===== src/rtl/dual_issue_pkg.sv =====
// rtl/dual_issue_pkg.sv - opcodes and RV32 field extractors shared by issue and decode
package dual_issue_pkg;

  localparam logic [6:0] OP_LOAD   = 7'b0000011;
  localparam logic [6:0] OP_STORE  = 7'b0100011;
  localparam logic [6:0] OP_BRANCH = 7'b1100011;
  localparam logic [6:0] OP_JAL    = 7'b1101111;
  localparam logic [6:0] OP_JALR   = 7'b1100111;

  function automatic logic [6:0] get_opcode(input logic [31:0] instr);
    return instr[6:0];
  endfunction

  function automatic logic [4:0] get_rd(input logic [31:0] instr);
    return instr[11:7];
  endfunction

  function automatic logic [4:0] get_rs1(input logic [31:0] instr);
    return instr[19:15];
  endfunction

  function automatic logic [4:0] get_rs2(input logic [31:0] instr);
    return instr[24:20];
  endfunction

endpackage


===== src/rtl/dual_issue_pair_check.sv =====
// rtl/dual_issue_pair_check.sv - decides whether the two oldest instructions may issue together
module dual_issue_pair_check
  import dual_issue_pkg::*;
(
  input  logic [31:0] e0_i,
  input  logic [31:0] e1_i,
  output logic        pair_ok_o
);

  logic [4:0] rd0;
  logic [6:0] op0;
  logic [6:0] op1;
  logic       raw_hit;
  logic       waw_hit;
  logic       e0_ctrl;
  logic       e1_mem;

  // Fields are taken from fixed positions regardless of format; false hazards are only conservative.
  always_comb begin
    rd0       = get_rd(e0_i);
    op0       = get_opcode(e0_i);
    op1       = get_opcode(e1_i);
    raw_hit   = (rd0 != 5'd0) && ((rd0 == get_rs1(e1_i)) || (rd0 == get_rs2(e1_i)));
    waw_hit   = (rd0 != 5'd0) && (rd0 == get_rd(e1_i));
    e0_ctrl   = (op0 == OP_BRANCH) || (op0 == OP_JAL) || (op0 == OP_JALR);
    e1_mem    = (op1 == OP_LOAD) || (op1 == OP_STORE);
    pair_ok_o = !(raw_hit || waw_hit || e0_ctrl || e1_mem);
  end

endmodule


===== src/rtl/dual_issue_sched.sv =====
// rtl/dual_issue_sched.sv - in-order dual-issue queue between fetch and the execution pipes
module dual_issue_sched
  import dual_issue_pkg::*;
#(
  parameter int DEPTH = 8,
  parameter int CNT_W = 32
) (
  input  logic                         Clk,
  input  logic                         RstN,
  input  logic                         flush,
  input  logic [1:0]                   in_valid,
  input  logic [31:0]                  in_instr0,
  input  logic [31:0]                  in_instr1,
  output logic                         in_ready,
  input  logic                         issue_ready,
  output logic                         issue0_valid,
  output logic [31:0]                  issue0_instr,
  output logic                         issue1_valid,
  output logic [31:0]                  issue1_instr,
  output logic [$clog2(DEPTH+1)-1:0]   occupancy,
  output logic [CNT_W-1:0]             dual_cnt,
  output logic [CNT_W-1:0]             single_cnt
);

  localparam int PW = $clog2(DEPTH);
  localparam int OW = $clog2(DEPTH + 1);

  logic [31:0]      mem_q [DEPTH];
  logic [PW-1:0]    head_q, head_d;
  logic [PW-1:0]    tail_q, tail_d;
  logic [OW-1:0]    count_q, count_d;
  logic [CNT_W-1:0] dual_q, dual_d;
  logic [CNT_W-1:0] single_q, single_d;
  logic [1:0]       push_n;
  logic [1:0]       pop_n;
  logic [31:0]      e0;
  logic [31:0]      e1;
  logic             pair_ok;

  assign e0 = mem_q[head_q];
  assign e1 = mem_q[head_q + PW'(1)];

  dual_issue_pair_check u_pair_check (
    .e0_i      (e0),
    .e1_i      (e1),
    .pair_ok_o (pair_ok)
  );

  // Readiness uses registered count only, so fetch never waits on the backend handshake.
  assign in_ready     = (OW'(DEPTH) - count_q) >= OW'(2);
  assign issue0_valid = (count_q != '0);
  assign issue1_valid = (count_q >= OW'(2)) && pair_ok;
  assign issue0_instr = issue0_valid ? e0 : 32'h0;
  assign issue1_instr = issue1_valid ? e1 : 32'h0;
  assign occupancy    = count_q;
  assign dual_cnt     = dual_q;
  assign single_cnt   = single_q;

  // Next-state for pointers, count and statistics; flush overrides push and pop.
  always_comb begin
    push_n = 2'd0;
    pop_n  = 2'd0;
    if (!flush && in_ready && in_valid[0]) begin
      push_n = in_valid[1] ? 2'd2 : 2'd1;
    end
    if (!flush && issue_ready) begin
      pop_n = {1'b0, issue0_valid} + {1'b0, issue1_valid};
    end
    head_d   = head_q + PW'(pop_n);
    tail_d   = tail_q + PW'(push_n);
    count_d  = count_q + OW'(push_n) - OW'(pop_n);
    dual_d   = dual_q;
    single_d = single_q;
    if (pop_n == 2'd2 && dual_q != '1) begin
      dual_d = dual_q + CNT_W'(1);
    end
    if (pop_n == 2'd1 && single_q != '1) begin
      single_d = single_q + CNT_W'(1);
    end
    if (flush) begin
      head_d  = '0;
      tail_d  = '0;
      count_d = '0;
    end
  end

  // Control state registers with synchronous active-low reset.
  always_ff @(posedge Clk) begin
    if (!RstN) begin
      head_q   <= '0;
      tail_q   <= '0;
      count_q  <= '0;
      dual_q   <= '0;
      single_q <= '0;
    end else begin
      head_q   <= head_d;
      tail_q   <= tail_d;
      count_q  <= count_d;
      dual_q   <= dual_d;
      single_q <= single_d;
    end
  end

  // Queue storage; contents are only observed through valid-gated outputs, so it needs no reset.
  always_ff @(posedge Clk) begin
    if (RstN && push_n != 2'd0) begin
      mem_q[tail_q] <= in_instr0;
    end
    if (RstN && push_n == 2'd2) begin
      mem_q[tail_q + PW'(1)] <= in_instr1;
    end
  end

endmodule


===== config.mk =====
export PLATFORM = sky130hd
export DESIGN_NAME = dual_issue_sched
export DESIGN_NICKNAME = d
export VERILOG_FILES = /design/src/rtl/dual_issue_pkg.sv /design/src/rtl/dual_issue_pair_check.sv /design/src/rtl/dual_issue_sched.sv
export SDC_FILE = /design/constraint.sdc
export NUM_CORES = 1
export LEC_CHECK = 0
export ABC_CLOCK_PERIOD_IN_PS = 8550
export CORE_ASPECT_RATIO = 0.75
export CORE_MARGIN = 2
export CORE_UTILIZATION = 50
export DETAILED_ROUTE_END_ITERATION = 12
export PLACE_DENSITY_LB_ADDON = 0.12
export SYNTH_ARGS = -nofsm -noshare
export SYNTH_HDL_FRONTEND = slang
export SYNTH_SLANG_ARGS = --single-unit

===== constraint.sdc =====
create_clock -name Clk -period 8.55 [get_ports Clk]
set_input_delay 1.71 -clock Clk [delete_from_list [all_inputs] [get_ports Clk]]
set_output_delay 1.71 -clock Clk [all_outputs]
set_load 0.03 [all_outputs]

# After elaboration in Yosys (flattened, before gate mapping)
# Memory sizes are Yosys's and may differ from the RTL's. A register that Yosys moved wholly into a read port is not among the register bits.
# Index checks and enable logic that the tools add are counted.
[totals]
inputBits = 70
regBits = 74
output_inout_bits = 135
memories = 1
word_cells = 65
ramBits = 256
[mem_list]
columns = ["name", "depth", "width", "rd", "rd_ports_with_merged_regs", "write_ports", "line", "source"]
rows = [
  ["mem_q", 8, 32, 2, 1, 2, "dual_issue_sched.sv:28", "logic [31:0] mem_q [DEPTH];"],
]
[op_classes]
n_eq_ne = 13
bitwise = 1
muxes = 10
reduce_logical = 23
addsub = 10
magnitude_cmp = 2
[ops]
columns = ["operator", "count"]
rows = [
  ["$add 32x1->32 const B", 2],
  ["$mux 32", 2],
  ["$ne 32x32->1 const B", 2],
  ["$eq 7x7->1 const B", 3],
  ["$eq 5x5->1", 3],
  ["$logic_and 1x1->1", 10],
  ["$ge 4x2->1 const B", 2],
  ["$eq 7x2->1 const B", 1],
  ["$eq 7x6->1 const B", 1],
  ["$logic_or 1x1->1", 7],
  ["$add 3x1->3 const B", 2],
  ["$add 3x2->3", 2],
  ["$mux 2", 3],
  ["$reduce_bool 5->1", 1],
  ["$add 4x2->4", 1],
  ["$eq 2x2->1 const B", 2],
  ["$mux 1", 4],
  ["$reduce_bool 4->1", 1],
  ["$sub 4x2->4", 1],
  ["$sub 4x4->4 const A", 1],
  ["$mux 3", 1],
  ["$add 1x1->2", 1],
  ["$eq 2x1->1 const B", 1],
  ["$logic_not 1->1", 2],
  ["3 further kinds", 3],
]

# Depth between registers and ports, before layout
# Gate-level depths: netlist of run 1.
# An unclocked memory read counts as a cell.
[depth]
word_depth = 14
depth_mapped = 21

# By module
# From an unflattened synthesis of run 1, not the netlist that was laid out.
[unflattened]
hier_cells = 1365
hier_area_um2 = 19323.5
[modules_own_cells]
columns = ["module", "instances", "cells_per_inst", "area_per_inst_um2", "seq_area_each_um2"]
rows = [
  ["dual_issue_sched", 1, 1335, 19104.6, 9168.8],
  ["dual_issue_pair_check", 1, 30, 219.0, 0.0],
]

# Worst setup path before layout of run 1
# OpenSTA, ideal clock, no wires.
[synth_path]
kind = "input to register"
startpoint = "input in_valid[0]"
endpoint = "memory mem_q[1][0], enable pin"
arrival_time_ns = 4.623
setup_slack_ns = 3.455
cell_stages = 3
path_cell_list = "nor2b_1 o2111ai_1 o32ai_1"
[synth_rtl]
columns = ["element", "line", "source"]
rows = [
  ["start: declaration", "dual_issue_sched.sv:11", "input logic [1:0] in_valid,"],
  ["end: declaration", "dual_issue_sched.sv:28", ""],
]

# Worst setup path in the final report of run 1
[layout_path]
startpoint = "register head_q[0]"
endpoint = "output issue1_instr[10]"
[layout_via]
elab_chain_len = 11
word_cells_on_any_way = 17
cone_classes = "add/sub (1); eq/ne (5); mux (1); reduce/logical (9); memory (1)"
[layout_rtl]
columns = ["element", "line", "source"]
rows = [
  ["start: declaration", "dual_issue_sched.sv:29", "logic [PW-1:0] head_q, head_d;"],
  ["start signal: assignment", "dual_issue_sched.sv:90", "head_q <= '0;"],
  ["start signal: assignment", "dual_issue_sched.sv:96", "head_q <= head_d;"],
  ["$add 3x1->3 (*)", "dual_issue_sched.sv:41", "assign e1 = mem_q[head_q + PW'(1)];"],
  ["$mem_v2 8x32 (*)", "--", ""],
  ["$eq 5x5->1", "dual_issue_pair_check.sv:23", "raw_hit = (rd0 != 5'd0) && ((rd0 == get_rs1(e1_i)) || (rd0 == get_rs2(e1_i)));"],
  ["$logic_or 1x1->1", "dual_issue_pair_check.sv:23", ""],
  ["$logic_and 1x1->1", "dual_issue_pair_check.sv:23", ""],
  ["$logic_or 1x1->1 (3 in a row)", "dual_issue_pair_check.sv:27", "pair_ok_o = !(raw_hit || waw_hit || e0_ctrl || e1_mem);"],
  ["$logic_not 1->1", "dual_issue_pair_check.sv:27", ""],
  ["$logic_and 1x1->1", "dual_issue_sched.sv:52", "assign issue1_valid = (count_q >= OW'(2)) && pair_ok;"],
  ["$mux 32 (*)", "dual_issue_sched.sv:54", "assign issue1_instr = issue1_valid ? e1 : 32'h0;"],
  ["end: declaration", "dual_issue_sched.sv:19", "output logic [31:0] issue1_instr,"],
]
# Every way passes the cells marked *; elsewhere a longest branch is shown, timed or not.

==> impl_table.tex, run 1 <==
\begin{tabular}{lr}
\hline
Metric & Value \\
\hline
\multicolumn{2}{l}{\textbf{GRT}} \\
\quad Largest net degree at the start of global routing & between 60 and 70 \\
\quad Initial antenna violation count & 3 \\
\quad Global routing usage summed across all routing layers & 27.0\% \\
\quad Wire length of the first global-routing pass & between 80000 and 90000 um \\
\quad Via count of the first global-routing pass & 13067 \\
\quad Total global routing overflow & 0 \\
\multicolumn{2}{l}{\textbf{Timing}} \\
\quad Hold violation total from the final report & 0 \\
\quad Worst relative slew slack & 28.8\% \\
\quad Actual slew at the worst max-slew pin & 1.05 ns \\
\quad Post-route setup TNS & 0 ns \\
\quad Pins over their slew limit & 0 \\
\quad Final count of negative-setup-slack endpoints & 0 \\
\quad Max Clock Skew & about 0.016 ns \\
\quad Final Cycle Share & 84.0\% \\
\quad Worst hold margin & 0.502 ns \\
\quad F\_max & roughly 140 MHz \\
\quad Min cycle time layout & 7.18 ns \\
\quad RSZ-0062 raised after global routing & no \\
\multicolumn{2}{l}{\textbf{Place}} \\
\quad Sum of net half-perimeters after detailed placement & around 34000 um \\
\quad Port bufs & 204 \\
\quad Routability congestion estimate from global placement & 0.827 \\
\multicolumn{2}{l}{\textbf{Clocking}} \\
\quad Total of cells resized after clock tree synthesis & 0 \\
\quad CTS Buffer Depth & 3 \\
\quad CTS buffer count & 36 \\
\quad Hold-fix buffer count after cts & 0 \\
\quad Number of setup buffers added after CTS & 0 \\
\quad Clock Sinks & 330 \\
\quad Clock tree from TritonCTS & yes \\
\quad Clock insertion delay at the later pin of the skew report & 0.53 ns \\
\quad Clock-pin slew of the registers on the worst-case setup and hold paths & 0.06 ns \\
\quad CTS root buffer & clkbuf\_16 \\
\quad Number of levels in the clock H-tree & 2 \\
\multicolumn{2}{l}{\textbf{Drt}} \\
\quad DR DRC count & 0 \\
\quad Highest routing layer actually used & met5 \\
\quad Pre-antenna DRT Iters & 5 \\
\quad Via count & 13210 \\
\quad Met2 wire length & 25500 um \\
\quad Routed wire length & 54700 um \\
\quad Wire per inst & $\sim$26 um \\
\quad M1 wire length & 23900 um \\
\quad Count of nets left with antenna violations after detail routing & 0 \\
\quad Vias per inst & between 6 and 7 \\
\quad Met3 Routed Length & 3780 um \\
\quad Count of routing violations after the opening detailed-route iteration & between 1000 and 1500 \\
\multicolumn{2}{l}{\textbf{Logic synthesis}} \\
\quad Net count of the mapped netlist & 1469 \\
\quad Share of flip-flops with an asynchronous set or reset after synthesis & 0\% \\
\quad Number of unique standard cell types used by synthesis & 63 \\
\quad Avg Inst Size Synth & 14.1 um\^{}2 \\
\quad Proportion of netlist area held by the largest area contributor & 39.4\% \\
\quad Netlist area before placement & 19500 um\^{}2 \\
\quad Synthesized netlist cell count & between 1000 and 1500 \\
\quad Synth top area cells & edfxtp\_1 39\%, mux2\_2 14\%, mux4\_2 14\% \\
\quad Number of flops mapped to enable cells by yosys & 256 \\
\quad Sequential share of the synthesized area & 47.0\% \\
\quad Post-synth top area cell & edfxtp\_1 \\
\quad Most instantiated flip-flop cell in the synthesis netlist & edfxtp\_1 \\
\quad Number of storage elements in the synthesis netlist & 330 \\
\quad Yosys warns & 0 \\
\multicolumn{2}{l}{\textbf{Critical path}} \\
\quad Delay of the slowest cell on the worst path & 0.81 ns \\
\quad Max stage delay cell, worst path & clkdlybuf4s50\_1 \\
\quad Startpoint of the worst-slack reg-to-reg timing path & head\_q[0] \\
\quad Required time of the worst setup path & 6.84 ns \\
\quad Path type of the worst setup path & register to primary output \\
\quad Sort of element at the start of the critical path & register \\
\quad CP most frequent cell & buf\_4 \\
\quad Ordered cell list for the critical path & buf\_4 > mux4\_2 > mux2i\_1 > xnor2\_1 > nand4\_1 > o22ai\_4 > buf\_4 > nor4b\_1 > clkdlybuf4s50\_1 \\
\quad Endpoint kind of the worst setup timing path & primary output \\
\quad Worst EP arrival & 5.47 ns \\
\quad Worst Path Max Fanout & 56 \\
\quad Startpoint of the worst setup timing path & head\_q[0] \\
\multicolumn{2}{l}{\textbf{Outcome}} \\
\quad Outcome & complete, no violations \\
\multicolumn{2}{l}{\textbf{Floorplanning}} \\
\quad Number of ports placed on the die boundary & about 210 \\
\quad Initial standard-cell utilization of the core & 50.8\% \\
\quad Site Rows & 62 \\
\quad Placeable core region & 38400 um\^{}2 \\
\quad Full die area & 40600 um\^{}2 \\
\quad Die X-Extent & 232 um \\
\quad Height of the die & 175 um \\
\multicolumn{2}{l}{\textbf{Power and ir drop}} \\
\quad Worst IR drop on VDD & 0.000282 V \\
\quad Power density of the placed cells & 235 nW/um\^{}2 \\
\quad P\_leak & 7.02 nW \\
\multicolumn{2}{l}{\textbf{Cells and area}} \\
\quad Share of post-route cells with drive strength above 1 & between 30\% and 40\% \\
\quad Layout net count & 1649 \\
\quad Post-synthesis to final-layout area growth & 18.9\% \\
\quad End-of-flow core utilization & 60.4\% \\
\multicolumn{2}{l}{\textbf{Run}} \\
\quad Maximum capacitance violations & 0 \\
\multicolumn{2}{l}{\textbf{Hold path}} \\
\quad HP Start & single\_cnt[31] \\
\quad Hold Path Class & register to register \\
\hline
\end{tabular}
-- worst paths after layout --
check	end	slack, ns	depth (start not counted)
min reg2reg	single_cnt[31]	0.50	2
min	single_cnt[31]	0.50	2
max	issue1_instr[10]	1.37	9
max reg2reg	dual_cnt[29]	2.08	14
-- metal layers --
layer	global-route usage, %	up-vias
met5	0	-
met4	8.01	4
met3	4.81	90
met2	42.3	476
met1	38.5	6800
li1	-	5840
-- registers in the layout, indices dropped and copies added, names as in the netlist --
name	flops
occupancy	4
head_q	3
dual_cnt	32
tail_q	3
mem_q	256
single_cnt	32
-- cell type report --
type,instances,area [um^2]
Sequential cell,330,9180
Tap cell,512,641
Multi-Input combinational cell,933,9910
Clock buffer,50,1030
Antenna cell,2,5.00
Fill cell,2978,15200
Clock inverter,14,93.8
Timing Repair Buffer,233,2260
Inverter,26,97.6
-- cells in the mapped netlist (4+ instances only) --
master / instances
buf_6: 11
buf_4: 19
xor2_1: 16
o21a_1: 5
nor4_1: 10
clkbuf_1: 24
nand4_1: 23
mux4_2: 122
edfxtp_1: 256
nand3b_1: 5
and4_1: 8
o211ai_1: 5
nor3_1: 21
o21ai_0: 23
mux2_1: 18
mux2i_2: 6
o22ai_1: 6
or4_1: 7
ha_1: 15
nand3_1: 23
nor2_1: 86
nand2b_1: 10
dfxtp_1: 74
buf_2: 29
xnor2_1: 35
and2_1: 10
o31ai_1: 4
buf_1: 6
inv_1: 26
nand2_1: 35
nor3b_1: 10
and3_1: 5
nor2_2: 5
fa_1: 4
nor4_2: 29
mux2i_1: 58
or2_2: 4
or3_1: 18
a21oi_1: 27
mux2_2: 245
-- where the power goes --
group | internal, W | switching (W)
combinational | 0.000841 | 0.00129
sequential | 0.00177 | 0.0000390
clock | 0.000869 | 0.000648
total | 0.00348 | 0.00198
-- cells in the final DEF, fill, tap and decap left out, types with 21 or more instances in the layout --
master,count
nand3_1,23
buf_4,29
clkbuf_16,38
edfxtp_1,256
nand2_1,35
nand4_1,23
xnor2_1,35
a21oi_1,27
mux2i_1,58
o21ai_0,23
dfxtp_1,71
mux4_2,122
clkdlybuf4s50_1,204
nor2_1,82
nor4_2,29
mux2_2,245
nor3_1,21
inv_1,26
-- logic make-up (layout without fill, tap and decap cells) --
family                   count (synthesis)  count (layout)  share of synthesized area, %
multiplexers                           454             454                          33.3
XOR/XNOR                                52              52                          2.37
AND/OR/NAND/NOR                        321             321                          9.84
other                                    0               2                             0
adder cells (fa/ha/maj)                 19              19                          1.37
AO/OA/AOI/OAI                           87              87                          2.80
flip-flops                             330             330                          47.0
buffers and inverters                  117             323                          3.37
-- per-stage QoR --
stage	worst slack, ns	power [W]	instance area, um^2	instances
final	1.37	0.00546	23200	2100
after global routing	1.07	0.00567	23200	2099
after floorplan	3.45	0.00318	19500	1380
after CTS	1.37	0.00549	23200	2098
after detailed placement	1.96	0.00397	22100	2034
after global placement	1.96	0.00395	22100	2034
-- worst max-delay path: cells and delay by family (launching register included) --
family,cells,cell delay [ns]
simple gates,2,0.82
flops,1,0.65
buf+inv,3,1.93
xor+xnor,1,0.13
compound gates,1,0.15
mux,2,1.20
(Power assumes the default switching activity.)
==> run 2: changes to the inputs <==
- ABC_CLOCK_PERIOD_IN_PS: 8550 -> 6400
- clock period: 8.55 -> 6.4 ns (I/O delays scaled with it)
==> run 2 against run 1 <==
Against the previous run:
- register-to-register slack got worse by 1.4 ns
- via count increased by 0.70%
- clock skew increased by 0.0044 ns
- global-route usage increased by 0.25 points
- largest power group unchanged
- wire length increased by 1.1%
- highest routed layer unchanged
- count of clock-buffer cells in the layout decreased by 3
- critical path type unchanged
==> impl_table.tex, run 2 (same netlist as run 1, synthesis figures left out) <==
\begin{tabular}{lr}
\hline
Metric & Value \\
\hline
\multicolumn{2}{l}{\textbf{Cells and area}} \\
\quad Most used cells in the layout excluding fill and tap cells & 256 x edfxtp\_1, 245 x mux2\_2, 204 x clkdlybuf4s50\_1 \\
\quad Flip-flop count of the largest register after layout & 256 \\
\quad Share of post-route cells with drive strength above 1 & 33.7\% \\
\quad Layout net count & between 1500 and 2000 \\
\quad Most flop-heavy register & mem\_q \\
\quad Most common cell after layout, fill and taps aside & edfxtp\_1 \\
\quad Post-synthesis to final-layout area growth & 21.0\% \\
\multicolumn{2}{l}{\textbf{Timing}} \\
\quad Max Clock Skew & slightly above 0.02 ns \\
\quad Min cycle time layout & between 6 and 7 ns \\
\quad Pins over their slew limit & 0 \\
\quad Final Cycle Share & about 97\% \\
\quad Post-route setup TNS & 0 ns \\
\quad Hold violation total from the final report & 0 \\
\quad Slack of the critical path & 0.199 ns \\
\quad Final count of negative-setup-slack endpoints & 0 \\
\quad RSZ-0062 raised after global routing & no \\
\quad F\_max & 161 MHz \\
\quad Worst relative slew slack & 20.1\% \\
\quad Actual slew at the worst max-slew pin & around 1.2 ns \\
\multicolumn{2}{l}{\textbf{Drt}} \\
\quad Wire per inst & between 20 and 30 um \\
\quad DR DRC count & 0 \\
\quad Count of routing violations after the opening detailed-route iteration & 1430 \\
\quad Routed wire length & 55300 um \\
\quad Count of nets left with antenna violations after detail routing & 0 \\
\quad Via count & 13303 \\
\quad Vias per inst & approximately 6.3 \\
\quad Pre-antenna DRT Iters & 5 \\
\multicolumn{2}{l}{\textbf{Clocking}} \\
\quad Clock tree from TritonCTS & yes \\
\quad CTS buffer count & 37 \\
\quad Clock Sinks & 330 \\
\quad Clock insertion delay at the later pin of the skew report & 0.54 ns \\
\quad Number of levels in the clock H-tree & 2 \\
\quad Total of cells resized after clock tree synthesis & 0 \\
\quad Hold-fix buffer count after cts & 0 \\
\quad Number of setup buffers added after CTS & 0 \\
\quad CTS Buffer Depth & 3 \\
\quad CTS root buffer & clkbuf\_16 \\
\quad Clock-pin slew of the registers on the worst-case setup and hold paths & approximately 0.060 ns \\
\multicolumn{2}{l}{\textbf{Place}} \\
\quad Setup slack after placement & 0.765 ns \\
\quad Routability congestion estimate from global placement & 0.846 \\
\quad Sum of net half-perimeters after detailed placement & between 30000 and 40000 um \\
\quad Port bufs & about 200 \\
\multicolumn{2}{l}{\textbf{Critical path}} \\
\quad Startpoint of the worst setup timing path & head\_q[0] \\
\quad Combined buffer and inverter count along the critical path & 2 \\
\quad Worst Path Max Fanout & slightly below 80 \\
\quad Max stage delay cell, worst path & clkdlybuf4s50\_1 \\
\quad Sort of element at the start of the critical path & register \\
\quad Ordered cell list for the critical path & buf\_12 > mux4\_1 > mux2i\_2 > a41oi\_1 > a21oi\_1 > o22ai\_4 > nor4b\_1 > clkdlybuf4s50\_1 \\
\quad Startpoint of the worst-slack reg-to-reg timing path & head\_q[0] \\
\quad Endpoint kind of the worst setup timing path & primary output \\
\quad Required time of the worst setup path & 5.12 ns \\
\quad Delay of the slowest cell on the worst path & 0.83 ns \\
\quad Path type of the worst setup path & register to primary output \\
\quad Cell type group with the largest total delay on the critical path & buffers and inverters \\
\quad Worst EP arrival & 4.92 ns \\
\multicolumn{2}{l}{\textbf{Outcome}} \\
\quad Outcome & complete, no violations \\
\multicolumn{2}{l}{\textbf{Floorplanning}} \\
\quad Die X-Extent & 232 um \\
\quad Height of the die & 175 um \\
\quad Site Rows & 62 \\
\quad Initial standard-cell utilization of the core & 50.8\% \\
\quad Number of ports placed on the die boundary & between 200 and 250 \\
\quad Full die area & 40600 um\^{}2 \\
\quad Placeable core region & around 38000 um\^{}2 \\
\multicolumn{2}{l}{\textbf{Hold path}} \\
\quad HP Start & single\_cnt[31] \\
\quad Hold Path Class & register to register \\
\multicolumn{2}{l}{\textbf{GRT}} \\
\quad Global routing usage summed across all routing layers & 27.2\% \\
\quad Initial antenna violation count & 3 \\
\quad Total global routing overflow & 0 \\
\quad Via count of the first global-routing pass & between 10000 and 15000 \\
\quad Largest net degree at the start of global routing & 80 \\
\quad Wire length of the first global-routing pass & slightly above 80000 um \\
\multicolumn{2}{l}{\textbf{Power and ir drop}} \\
\quad Power density of the placed cells & 320 nW/um\^{}2 \\
\quad P\_leak & about 7.2 nW \\
\quad Worst IR drop on VDD & 0.000340 V \\
\multicolumn{2}{l}{\textbf{Run}} \\
\quad Maximum capacitance violations & 0 \\
\hline
\end{tabular}
run 2: cell types whose count changed in the layout (fill, tap and decap cells not counted), sizes merged:
| cell | delta |
|---|---|
| buf | +15 |
| bufinv | +3 |
| clkbuf | -3 |
| clkinv | -1 |
| clkinvlp | +2 |
| inv | +2 |
run 2: path summary, 6_finish.rpt:
check | endpoint | slack [ns] | depth (start not counted)
max | issue1_instr[10] | 0.20 | 8
min | single_cnt[31] | 0.50 | 2
max reg2reg | single_cnt[15] | 0.70 | 14
min reg2reg | single_cnt[31] | 0.50 | 2
run 2: cell type report:
class	count	area, um^2
Clock inverter	20	206
Tap cell	512	641
Antenna cell	2	5.00
Clock buffer	47	1070
Fill cell	2981	14800
Timing Repair Buffer	248	2510
Multi-Input combinational cell	933	9910
Sequential cell	330	9180
Inverter	26	97.6
run 2: layer usage:
metal | part of all wire [%] | vias up | GRT usage, % | wire, um
li1 | - | 5904 | - | -
met1 | 43 | 6777 | 39.1 | 23900
met2 | 47 | 532 | 42.7 | 26000
met3 | 7.4 | 88 | 4.99 | 4100
met4 | 2.3 | 2 | 7.26 | 1300
met5 | 0.014 | - | 0 | 8
run 2: worst min-delay path: stages (launching register included):
cell and delay, ns:
dfxtp_1 0.33, o31ai_1 0.07, a21oi_1 0.05
run 2: stage by stage:
step	hold WS, ns	cell area, um^2	cells	total power, W	util (%)
after detailed placement	0.492	22300	2049	0.00533	58.2
after floorplan	0.601	19500	1380	0.00425	-
after global routing	0.523	23600	2118	0.00782	61.5
after CTS	0.500	23600	2116	0.00759	61.5
final	0.500	23600	2118	0.00756	61.5
after global placement	0.486	22300	2049	0.00532	58.2
run 2: where the power goes:
| group | switching (W) | internal [W] | total [W] |
|---|---|---|---|
| combinational | 0.00175 | 0.00115 | 0.00290 |
| clock | 0.000911 | 0.00134 | 0.00225 |
| sequential | 0.0000428 | 0.00236 | 0.00241 |
| total | 0.00270 | 0.00486 | 0.00756 |
==> run 3: changes to the inputs <==
- CORE_MARGIN: 2 -> default
- GPL_TIMING_DRIVEN: default -> 0
==> run 3 against run 2 <==
Against the previous run:
- first-iteration DRC count up 0.70%
- count of clock-buffer cells in the layout up 1
- cell area up 1.2%
- non-clock buffer count up 62
- setup slack worse by 0.018 ns
- core utilization up 0.76 points
- sequential share of layout area down 0.51 points
- fmax down 0.29%
==> impl_table.tex, run 3 (same netlist as run 1, synthesis figures left out) <==
\begin{tabular}{lr}
\hline
Metric & Value \\
\hline
\multicolumn{2}{l}{\textbf{Clocking}} \\
\quad CTS buffer count & 36 \\
\quad Number of levels in the clock H-tree & 2 \\
\quad Clock insertion delay at the later pin of the skew report & 0.55 ns \\
\quad Number of setup buffers added after CTS & 0 \\
\quad CTS root buffer & clkbuf\_16 \\
\quad Hold-fix buffer count after cts & 0 \\
\quad CTS Buffer Depth & 3 \\
\quad Total of cells resized after clock tree synthesis & 2 \\
\quad Clock Sinks & 330 \\
\quad Clock tree from TritonCTS & yes \\
\quad Clock-pin slew of the registers on the worst-case setup and hold paths & about 0.06 ns \\
\multicolumn{2}{l}{\textbf{Critical path}} \\
\quad Worst EP arrival & between 4 and 5 ns \\
\quad Startpoint of the worst-slack reg-to-reg timing path & head\_q[0] \\
\quad Worst R2R End & dual\_cnt[28] \\
\quad Required time of the worst setup path & around 5.1 ns \\
\quad Sort of element at the start of the critical path & register \\
\quad Endpoint kind of the worst setup timing path & primary output \\
\quad Worst-case register-to-register setup slack & 0.70 ns \\
\quad Path type of the worst setup path & register to primary output \\
\quad Worst Path Max Fanout & 10 \\
\quad Length in cells of the worst reg-to-reg path & 17 \\
\multicolumn{2}{l}{\textbf{Power and ir drop}} \\
\quad Worst IR drop on VDD & around 0.00019 V \\
\quad Combinational Power Share & between 30\% and 40\% \\
\quad Part of the total power dissipated in sequential elements & 31.5\% \\
\quad Psw & about 0.0028 W \\
\quad P\_leak & around 7.4 nW \\
\quad Switching power as a share of total power & 36.2\% \\
\quad Clock group share of total power & approximately 29\% \\
\quad Power Internal & between 0.004 and 0.005 W \\
\quad Power density of the placed cells & roughly 320 nW/um\^{}2 \\
\multicolumn{2}{l}{\textbf{Cells and area}} \\
\quad Most common cell after layout, fill and taps aside & edfxtp\_1 \\
\quad Post-route cell area & 23900 um\^{}2 \\
\quad Antenna diodes & 0 \\
\quad Share of post-route cells with drive strength above 1 & 34.1\% \\
\quad Layout net count & 1726 \\
\quad Flip-flop count of the largest register after layout & 256 \\
\quad Most used cells in the layout excluding fill and tap cells & 256 x edfxtp\_1, 245 x mux2\_2, 204 x clkdlybuf4s50\_1 \\
\quad Post-synthesis to final-layout area growth & 22.5\% \\
\quad End-of-flow core utilization & 62.2\% \\
\quad Most flop-heavy register & mem\_q \\
\multicolumn{2}{l}{\textbf{Floorplanning}} \\
\quad Placeable core region & around 38000 um\^{}2 \\
\quad Full die area & 39800 um\^{}2 \\
\quad Initial standard-cell utilization of the core & 50.8\% \\
\quad Number of ports placed on the die boundary & 205 \\
\quad Site Rows & 62 \\
\quad Height of the die & 173 um \\
\quad Die X-Extent & 230 um \\
\multicolumn{2}{l}{\textbf{GRT}} \\
\quad Largest net degree at the start of global routing & 19 \\
\quad Total global routing overflow & 0 \\
\quad Global routing usage summed across all routing layers & between 20 and 30\% \\
\quad Wire length of the first global-routing pass & 87800 um \\
\quad Via count of the first global-routing pass & 13661 \\
\quad Initial antenna violation count & 1 \\
\multicolumn{2}{l}{\textbf{Drt}} \\
\quad Pre-antenna DRT Iters & 6 \\
\quad Routed wire length & 59200 um \\
\quad Count of nets left with antenna violations after detail routing & 0 \\
\quad Via count & 13938 \\
\quad Vias per inst & 6.41 \\
\quad Count of routing violations after the opening detailed-route iteration & 1440 \\
\quad DR DRC count & 0 \\
\quad Wire per inst & approximately 27 um \\
\multicolumn{2}{l}{\textbf{Place}} \\
\quad Routability congestion estimate from global placement & 0.880 \\
\quad Sum of net half-perimeters after detailed placement & 41400 um \\
\quad Port bufs & 204 \\
\quad Area after DPL & 22600 um\^{}2 \\
\multicolumn{2}{l}{\textbf{Outcome}} \\
\quad Outcome & complete, no violations \\
\multicolumn{2}{l}{\textbf{Hold path}} \\
\quad Hold Path Class & register to register \\
\quad Min-Delay Endpoint & single\_cnt[19] \\
\quad HP Start & single\_cnt[19] \\
\quad Hold path cells & 2 \\
\multicolumn{2}{l}{\textbf{Timing}} \\
\quad Min cycle time layout & 6.22 ns \\
\quad F\_max & 161 MHz \\
\quad Pins over their slew limit & 0 \\
\quad Max Clock Skew & 0.0262 ns \\
\quad Actual slew at the worst max-slew pin & 1.27 ns \\
\quad Worst relative slew slack & between 15 and 20\% \\
\quad Final Cycle Share & 97.2\% \\
\quad Final count of negative-setup-slack endpoints & 0 \\
\quad RSZ-0062 raised after global routing & no \\
\quad Hold violation total from the final report & 0 \\
\multicolumn{2}{l}{\textbf{Run}} \\
\quad Maximum capacitance violations & 0 \\
\hline
\end{tabular}
-- run 3: cell count changes in the layout (fill, tap and decap cells not counted), moves of 7 or more --
cell,before,now
buf_12,11,4
buf_16,0,7
buf_2,0,28
buf_4,33,19
buf_6,0,11
clkbuf_1,3,30
nor2_4,9,0
-- run 3: layer usage --
metal	up-vias	global-route usage, %	part of all wire (%)
met4	2	9.30	2.6
met1	7110	42.4	43
met3	118	5.24	7.7
li1	6020	-	-
met5	-	0	0.022
met2	688	46.7	47
-- run 3: per-stage QoR --
stage                     hold WS [ns]  TNS [ns]  std cells  power, W  setup slack (ns)
after global placement           0.491   -165.40       2096   0.00539             -1.93
after floorplan                  0.601         0       1380   0.00425              1.32
final                            0.509         0       2176   0.00763             0.180
after detailed placement         0.506         0       2111   0.00543             0.193
after global routing             0.557         0       2176   0.00786           0.00449
after CTS                        0.513         0       2176   0.00761            0.0257
-- run 3: cell type report --
cell class / instances / area [um^2]
Fill cell: 2983 / 14500
Multi-Input combinational cell: 933 / 9840
Sequential cell: 330 / 9170
Timing Repair Buffer: 219 / 2370
Clock buffer: 48 / 997
Tap cell: 512 / 641
Buffer: 91 / 564
Clock inverter: 17 / 224
Inverter: 26 / 97.6
-- run 3: power by group through the flow --
stage,clock network (W),logic [W],registers [W]
final,0.00220,0.00303,0.00240
after CTS,0.00221,0.00300,0.00240
after global placement,0,0.00294,0.00245
after detailed placement,0,0.00299,0.00245
after floorplan,0,0.00179,0.00246
after global routing,0.00230,0.00316,0.00240
-- run 3: how the worst max path moves through the flow --
stage,cells after the start,startpoint,to,slack [ns]
2_1_floorplan,17,head_q[0],dual_cnt[29],1.32
3_5_place_dp,17,head_q[0],dual_cnt[28],0.19
3_3_place_gp,4,flush,mem_q[1][15],-1.93
4_1_cts,11,head_q[0],issue1_valid,0.03
6_report,11,head_q[0],issue1_instr[21],0.18
5_1_grt,11,head_q[0],issue1_instr[21],0.004
-- run 3: critical path: stages, from the launching register on --
cell             delay (ns)
dfxtp_1                0.42
ha_1                   0.43
clkbuf_4               0.33
buf_2                  0.42
mux4_2                 0.39
mux2i_2                0.46
xnor2_1                0.13
nand4_1                0.12
o22ai_2                0.17
buf_6                  0.22
nor4_2                 0.53
clkdlybuf4s50_1        0.78
